==> config.mk <==
export PLATFORM = sky130hd
export DESIGN_NAME = vector_addsub_seq
export DESIGN_NICKNAME = d
export VERILOG_FILES = /design/src/rtl/vector_addsub_seq.sv
export SDC_FILE = /design/constraint.sdc
export NUM_CORES = 2
export LEC_CHECK = 0
export BUFFER_PORTS_ARGS = -buffer_cell sky130_fd_sc_hd__buf_2
export CORE_AREA = 2 2 594 596
export CTS_CLUSTER_DIAMETER = 60
export DETAILED_ROUTE_END_ITERATION = 16
export DIE_AREA = 0 0 596 598
export PLACE_DENSITY = 0.48
export SLEW_MARGIN = 15
export SYNTH_ARGS = -nofsm -noshare
export SYNTH_HDL_FRONTEND = slang
export SYNTH_SLANG_ARGS = --single-unit
==> constraint.sdc <==
create_clock -name clk -period 6.6 [get_ports clk]
set_clock_uncertainty 0.1 [all_clocks]
set_input_delay 1.32 -clock clk [delete_from_list [all_inputs] [get_ports clk]]
set_output_delay 1.32 -clock clk [all_outputs]
set_load 0.05 [all_outputs]
==> src/rtl/vector_addsub_seq.sv <==
// Time-multiplexed signed vector add/subtract engine.
// The engine processes LANES elements per pass over PASSES passes. It supports
// wrap and saturate arithmetic and reports a per-operation overflow flag.
// c is updated only at completion, so callers never see partial results.
module vector_addsub_seq #(
  parameter int WIDTH = 32,
  parameter int SIZE  = 16,
  parameter int LANES = 4
) (
  input  logic                  clk,
  input  logic                  reset,
  input  logic                  start,
  input  logic [1:0]            mode,
  input  logic [WIDTH*SIZE-1:0] a,
  input  logic [WIDTH*SIZE-1:0] b,
  output logic                  ready,
  output logic                  done,
  output logic [WIDTH*SIZE-1:0] c,
  output logic                  ovf
);

  localparam int PASSES = (SIZE + LANES - 1) / LANES;
  localparam int PW     = (PASSES > 1) ? $clog2(PASSES) : 1;
  localparam int SW     = (SIZE > 1) ? $clog2(SIZE) : 1;
  // Wide enough to hold pass*LANES+LANES-1 without wrapping, so the
  // out-of-range test on the final partial pass is exact.
  localparam int IW     = $clog2(PASSES * LANES) + 1;

  typedef enum logic [1:0] {S_IDLE, S_RUN, S_DONE} state_t;

  state_t                        state;
  logic [SIZE-1:0][WIDTH-1:0]    a_q, b_q, work;
  logic [1:0]                    mode_q;
  logic [PW-1:0]                 pass;
  logic                          acc;

  logic [LANES-1:0][WIDTH-1:0]   lane_res;
  logic [LANES-1:0]              lane_ovf;
  logic [LANES-1:0]              lane_vld;

  assign ready = (state == S_IDLE);

  for (genvar l = 0; l < LANES; l++) begin : lane_g
    logic [IW-1:0]    idx;
    logic [SW-1:0]    sel;
    logic [WIDTH-1:0] opa, opb;
    logic [WIDTH:0]   sum;

    assign idx         = IW'(pass) * IW'(LANES) + IW'(l);
    assign lane_vld[l] = idx < IW'(SIZE);
    // Lanes beyond the vector end read element 0. Their results are
    // discarded, so the value is harmless.
    assign sel         = lane_vld[l] ? SW'(idx) : '0;
    assign opa         = a_q[sel];
    assign opb         = b_q[sel];
    // The sum has one guard bit. It overflows when the top two bits disagree.
    assign sum         = mode_q[0] ? ({opa[WIDTH-1], opa} - {opb[WIDTH-1], opb})
                                   : ({opa[WIDTH-1], opa} + {opb[WIDTH-1], opb});
    assign lane_ovf[l] = sum[WIDTH] ^ sum[WIDTH-1];
    assign lane_res[l] = (lane_ovf[l] && mode_q[1])
                         ? (sum[WIDTH] ? {1'b1, {(WIDTH-1){1'b0}}} : {1'b0, {(WIDTH-1){1'b1}}})
                         : sum[WIDTH-1:0];
  end

  // Control FSM plus capture, working-result and output registers.
  always_ff @(posedge clk or negedge reset) begin
    if (!reset) begin
      state  <= S_IDLE;
      a_q    <= '0;
      b_q    <= '0;
      mode_q <= '0;
      work   <= '0;
      pass   <= '0;
      acc    <= 1'b0;
      c      <= '0;
      ovf    <= 1'b0;
      done   <= 1'b0;
    end else begin
      case (state)
        S_IDLE: begin
          done <= 1'b0;
          if (start) begin
            a_q    <= a;
            b_q    <= b;
            mode_q <= mode;
            acc    <= 1'b0;
            pass   <= '0;
            state  <= S_RUN;
          end
        end
        S_RUN: begin
          // Element e belongs to pass e/LANES on lane e%LANES.
          for (int e = 0; e < SIZE; e++) begin
            if (pass == PW'(e / LANES)) work[e] <= lane_res[e % LANES];
          end
          acc <= acc | (|(lane_ovf & lane_vld));
          if (pass == PW'(PASSES - 1)) begin
            pass  <= '0;
            state <= S_DONE;
          end else begin
            pass <= pass + PW'(1);
          end
        end
        S_DONE: begin
          c     <= work;
          ovf   <= acc;
          done  <= 1'b1;
          state <= S_IDLE;
        end
        default: state <= S_IDLE;
      endcase
    end
  end

endmodule

# == Word level (Yosys, flattened, before mapping) ==
# Cells that the tools add are included.
# classes
mux,41
reduce_logical,16
bitwise_logic,6
magnitude_cmp,8
eq_ne,7
add_sub_neg,12
# ops
cell,n
$bmux W32 S4,8
$mux W32,16
$add A32 B32 Y33,4
$mux W33,4
$sub A32 B32 Y33,4
$lt A4 B5 Y1 const B,5
$mux W4,4
$lt A5 B5 Y1 const B,3
$reduce_and A2 Y1,7
$add A4 B2 Y5 const B,2
$mux W2,4
$pmux W2 S2,2
$eq A2 B2 Y1 const B,3
$add A4 B1 Y5 const B,1
$and A4 B4 Y4,1
$eq A2 B1 Y1 const B,2
$logic_and A1 B1 Y1,4
$logic_not A2 Y1,2
$ne A2 B2 Y1 const B,2
$pmux W1 S2,2
$reduce_bool A2 Y1,2
$reduce_or A4 Y1,1
$xor A1 B1 Y1,4
$add A2 B1 Y2 const B,1
other kinds (2),2
# word_totals
elab_cells,145
register_bits,2057
in_bits,1029
out_inout_bits,515

# == Logic depth before layout (Yosys ltp) ==
# logic_depth
ltp_word,12
depth_mapped,29

# == Least setup slack after synthesis ==
# OpenSTA, ideal clock, no wires.
# synth_path
kind,flip-flop to flip-flop
startpoint,register pass[0]
endpoint,register work[235] in the netlist's numbering
stages_incl_launch_ff,24
n_path_buf,11
required_time_ns,6.374
arrival_time_ns,6.530
path_slack_ns,-0.156
path_cell_list,dfrtp_1 buf_6 buf_6 buf_6 buf_6 buf_6 buf_4 buf_4 buf_1 clkbuf_1 buf_1 mux4_2 ha_1 a211oi_1 o211ai_1 nand4_1 a31o_2 a211o_1 a311oi_1 xnor2_2 xor2_1 a21oi_2 buf_2 a221o_1
# synth_between
elab_chain_cells,10
word_cells_on_any_way,16
cone_classes,add/sub (3); order compare (1); eq/ne (1); mux (8); bitwise (1); reduce/logical (2)
# synth_lines
element,line_no,rtl
start: declaration,34,logic [PW-1:0] pass;
start signal: assignment,101,pass <= pass + PW'(1);
$add A4 B2 Y5,49,assign idx = IW'(pass) * IW'(LANES) + IW'(l);
$lt A5 B5 Y1,50,assign lane_vld[l] = idx < IW'(SIZE);
$mux W4,53,assign sel = lane_vld[l] ? SW'(idx) : '0;
"$bmux W32 S4, on equally long branches","54, 55",
"$mux W32, on equally long branches","54, 55",
$add A32 B32 Y33 or $sub A32 B32 Y33 (tied branches),"58, 57",
$mux W33,57,"assign sum = mode_q[0] ? ({opa[WIDTH-1], opa} - {opb[WIDTH-1], opb})"
$xor A1 B1 Y1,59,assign lane_ovf[l] = sum[WIDTH] ^ sum[WIDTH-1];
$logic_and A1 B1 Y1,60,assign lane_res[l] = (lane_ovf[l] && mode_q[1])
$mux W32,61,"? (sum[WIDTH] ? {1'b1, {(WIDTH-1){1'b0}}} : {1'b0, {(WIDTH-1){1'b1}}})"
end signal: indexed assignment,94,if (pass == PW'(e / LANES)) work[e] <= lane_res[e % LANES];
end: declaration,32,"logic [SIZE-1:0][WIDTH-1:0] a_q, b_q, work;"
# Parallel ways exist; a longest one is shown, timed or not. The select of a mux whose other input is x is not followed.
# A chain may end at the register's enable or synchronous reset.

# == Worst setup path after layout ==
# layout_path
startpoint,register pass[0]
endpoint,register work[374] in the netlist's numbering
# Same word-level chain as after synthesis.

==> impl_metrics.ini <==
[run_status]
status = completed

[clock_tree]
clkLatencyLatePin_ns = 0.89
h-tree-depth = 5
clk_pin_slew_ns = 0.06
cts.hold.buffers_added = 0
clockRootBuffer = clkbuf_16
cts_made_buffers = 267
clockBufferDepth = 4
cts_sinks = 2057
cts_tree = built

[floorplanning]
rows = 218
pin_count = 1544
core_um2 = 351000
die_x_um = 596
die_h_um = 598
die-area_um2 = 356000
initial_utilization = 0.265

[routing]
via_count = 67000
vias_per_cell = 4.98
wl_um = 394000
drtAntennaViolNets = 0
post-route-drc-count = 0
drt_iter0_drc = 5369
dr.pass1.iters = 6
avgRoutedWirePerCell_um = 29.3

[critical_path]
cp-end-kind = flip-flop
path_max_fanout = 8
startpoint_type = flip-flop
cp.arrival_ns = 7.06
criticalPathCategory = flip-flop to flip-flop
crit_required_ns = 7.25
worstRegToRegCells = 23

[hold_path]
hold_class = input port to asynchronous set/reset pin

[layout]
design_area_um2 = 118000
final_common_cell = dfrtp_1
final_cell_mix = dfrtp_1 (2,054), buf_2 (1,542), mux2_2 (1,538)
drive_gt1_frac = 0.488
nNetsFinal = 9692
syn2layout_area_growth_pct = 27.1

[flow_run]
drv_cap = 0

[grt]
grt_max_degree = 171
grt_pass1_wl_um = 541000
track_usage = 0.213
grt_pass1_vias = 67200
antenna_found_initial = 222
gr-total-overflow = 0

[synthesis]
synth.distinct_cells = 86
synth_area_leaders = dfrtp_1 (55%), mux2_2 (19%), mux4_2 (6.3%)
syn_inst = 6773
synth.avg_cell_area_um2 = 13.7
netlist_area_um2 = 92800
async_flop_share = 1.00
synth_seq_cells = 2057
ys.flop_type = dfrtp_1
synth-seq-area-share = 0.555
yosysTopAreaCell = dfrtp_1
synth_top_area_frac = 0.555
yosys_warnings = 0
synth-edff-count = 0
synth_fp_nets = 7942

[sta]
final_hold_viol_count = 0
setup_viol = 0
period_share = 0.971
max_freq_ghz = 0.156
min_period_ns = 6.41
max_slew_margin = 0.114
maxSlewViolCount = 0
worst_pin_slew_ns = 1.32
holdWs_ns = 0.373
tns_ns = 0

[place]
gp_congestion = 0.893
dpl_cell_area_um2 = 108000
hpwl_um = 308000
port_buffers = 1543
==> critical path, cell delays in order (launching register included) <==
cell	delay (ns)
dfrtp_4	0.44
buf_12	0.15
buf_12	0.13
buf_4	0.15
mux4_2	0.55
buf_4	0.17
or4_1	0.54
nor2b_2	0.20
a41o_4	0.29
o21ai_0	0.12
xnor2_1	0.37
ha_1	0.34
and4_1	0.27
nor3b_1	0.26
o2111ai_1	0.28
a31oi_1	0.35
a31oi_1	0.16
xnor2_1	0.18
buf_4	0.20
xor2_2	0.14
buf_4	0.18
a21oi_4	0.12
clkbuf_16	0.25
a221o_1	0.29
==> path summary, 6_finish.rpt <==
kind | end | start | slack, ns
max | work[374] | pass[0] | 0.19
min in group clk | work[479] | work[479] | 0.38
max in group asynchronous | a_q[156] | reset | 4.33
min reg2reg | work[479] | work[479] | 0.38
max reg2reg | work[374] | pass[0] | 0.19
min | c[500] | reset | 0.37
==> area by class of cell <==
class                           instances  area [um^2]
Sequential cell                      2057        51500
Timing Repair Buffer                 1941        11800
Fill cell                           34700       233000
Clock inverter                         89         1190
Antenna cell                          112          280
Clock buffer                          379         7570
Inverter                               79          297
Tap cell                             4620         5780
Multi-Input combinational cell       4177        39600
==> through the flow <==
step | setup WS [ns] | utilization | instances
final | 0.193 | 0.336 | 13500
after global routing | -0.0394 | 0.336 | 13400
after CTS | 0.00236 | 0.334 | 13300
after detailed placement | -0.611 | 0.309 | 12800
after global placement | -0.663 | 0.309 | 12800
after floorplan | 0.00527 | - | 6773
==> sequential cells by signal, summed over array words and instances, names as in the netlist <==
register and flops:
a_q 512, acc 1, b_q 512, c 512
done 1, mode_q 2, ovf 1, pass 2
state 2, work 512
==> routing by layer <==
layer | share of wire | track usage
met2 | 0.44 | 0.325
met4 | 0.026 | 0.0576
met5 | 0.0020 | 0
met1 | 0.46 | 0.304
met3 | 0.066 | 0.0482
==> what timing repair did <==
action                                  CTS  global route
endpoints found under the setup margin  305           473
cloned                                    0             5
gates resized for setup                   8            47
pin swaps                                 2            14
buffers inserted                          8            13
==> synthesized netlist by cell type (51+ instances only) <==
master    number
a21oi_1      459
xnor2_1      183
nor3_1        51
mux4_2       258
o31ai_1      176
inv_1         78
dfrtp_1     2057
nand2_1      223
a221o_1      169
buf_2         54
a21o_1        73
nor2_1       210
mux2_2      1538
ha_1         136
clkbuf_1     347
o21ai_0      174
==> logic make-up after synthesis <==
group	share of synthesized area
AOI/OAI and AO/OA	0.0911
xor gates and xnor gates	0.0220
adders and majority gates	0.0192
buffers and inverters	0.0246
DFF	0.555
muxes	0.252
and+or+nand+nor	0.0367
Power is left out: the tool's default activity adds up to more than one toggle a clock period on the data nets, which glitch-free logic cannot reach.
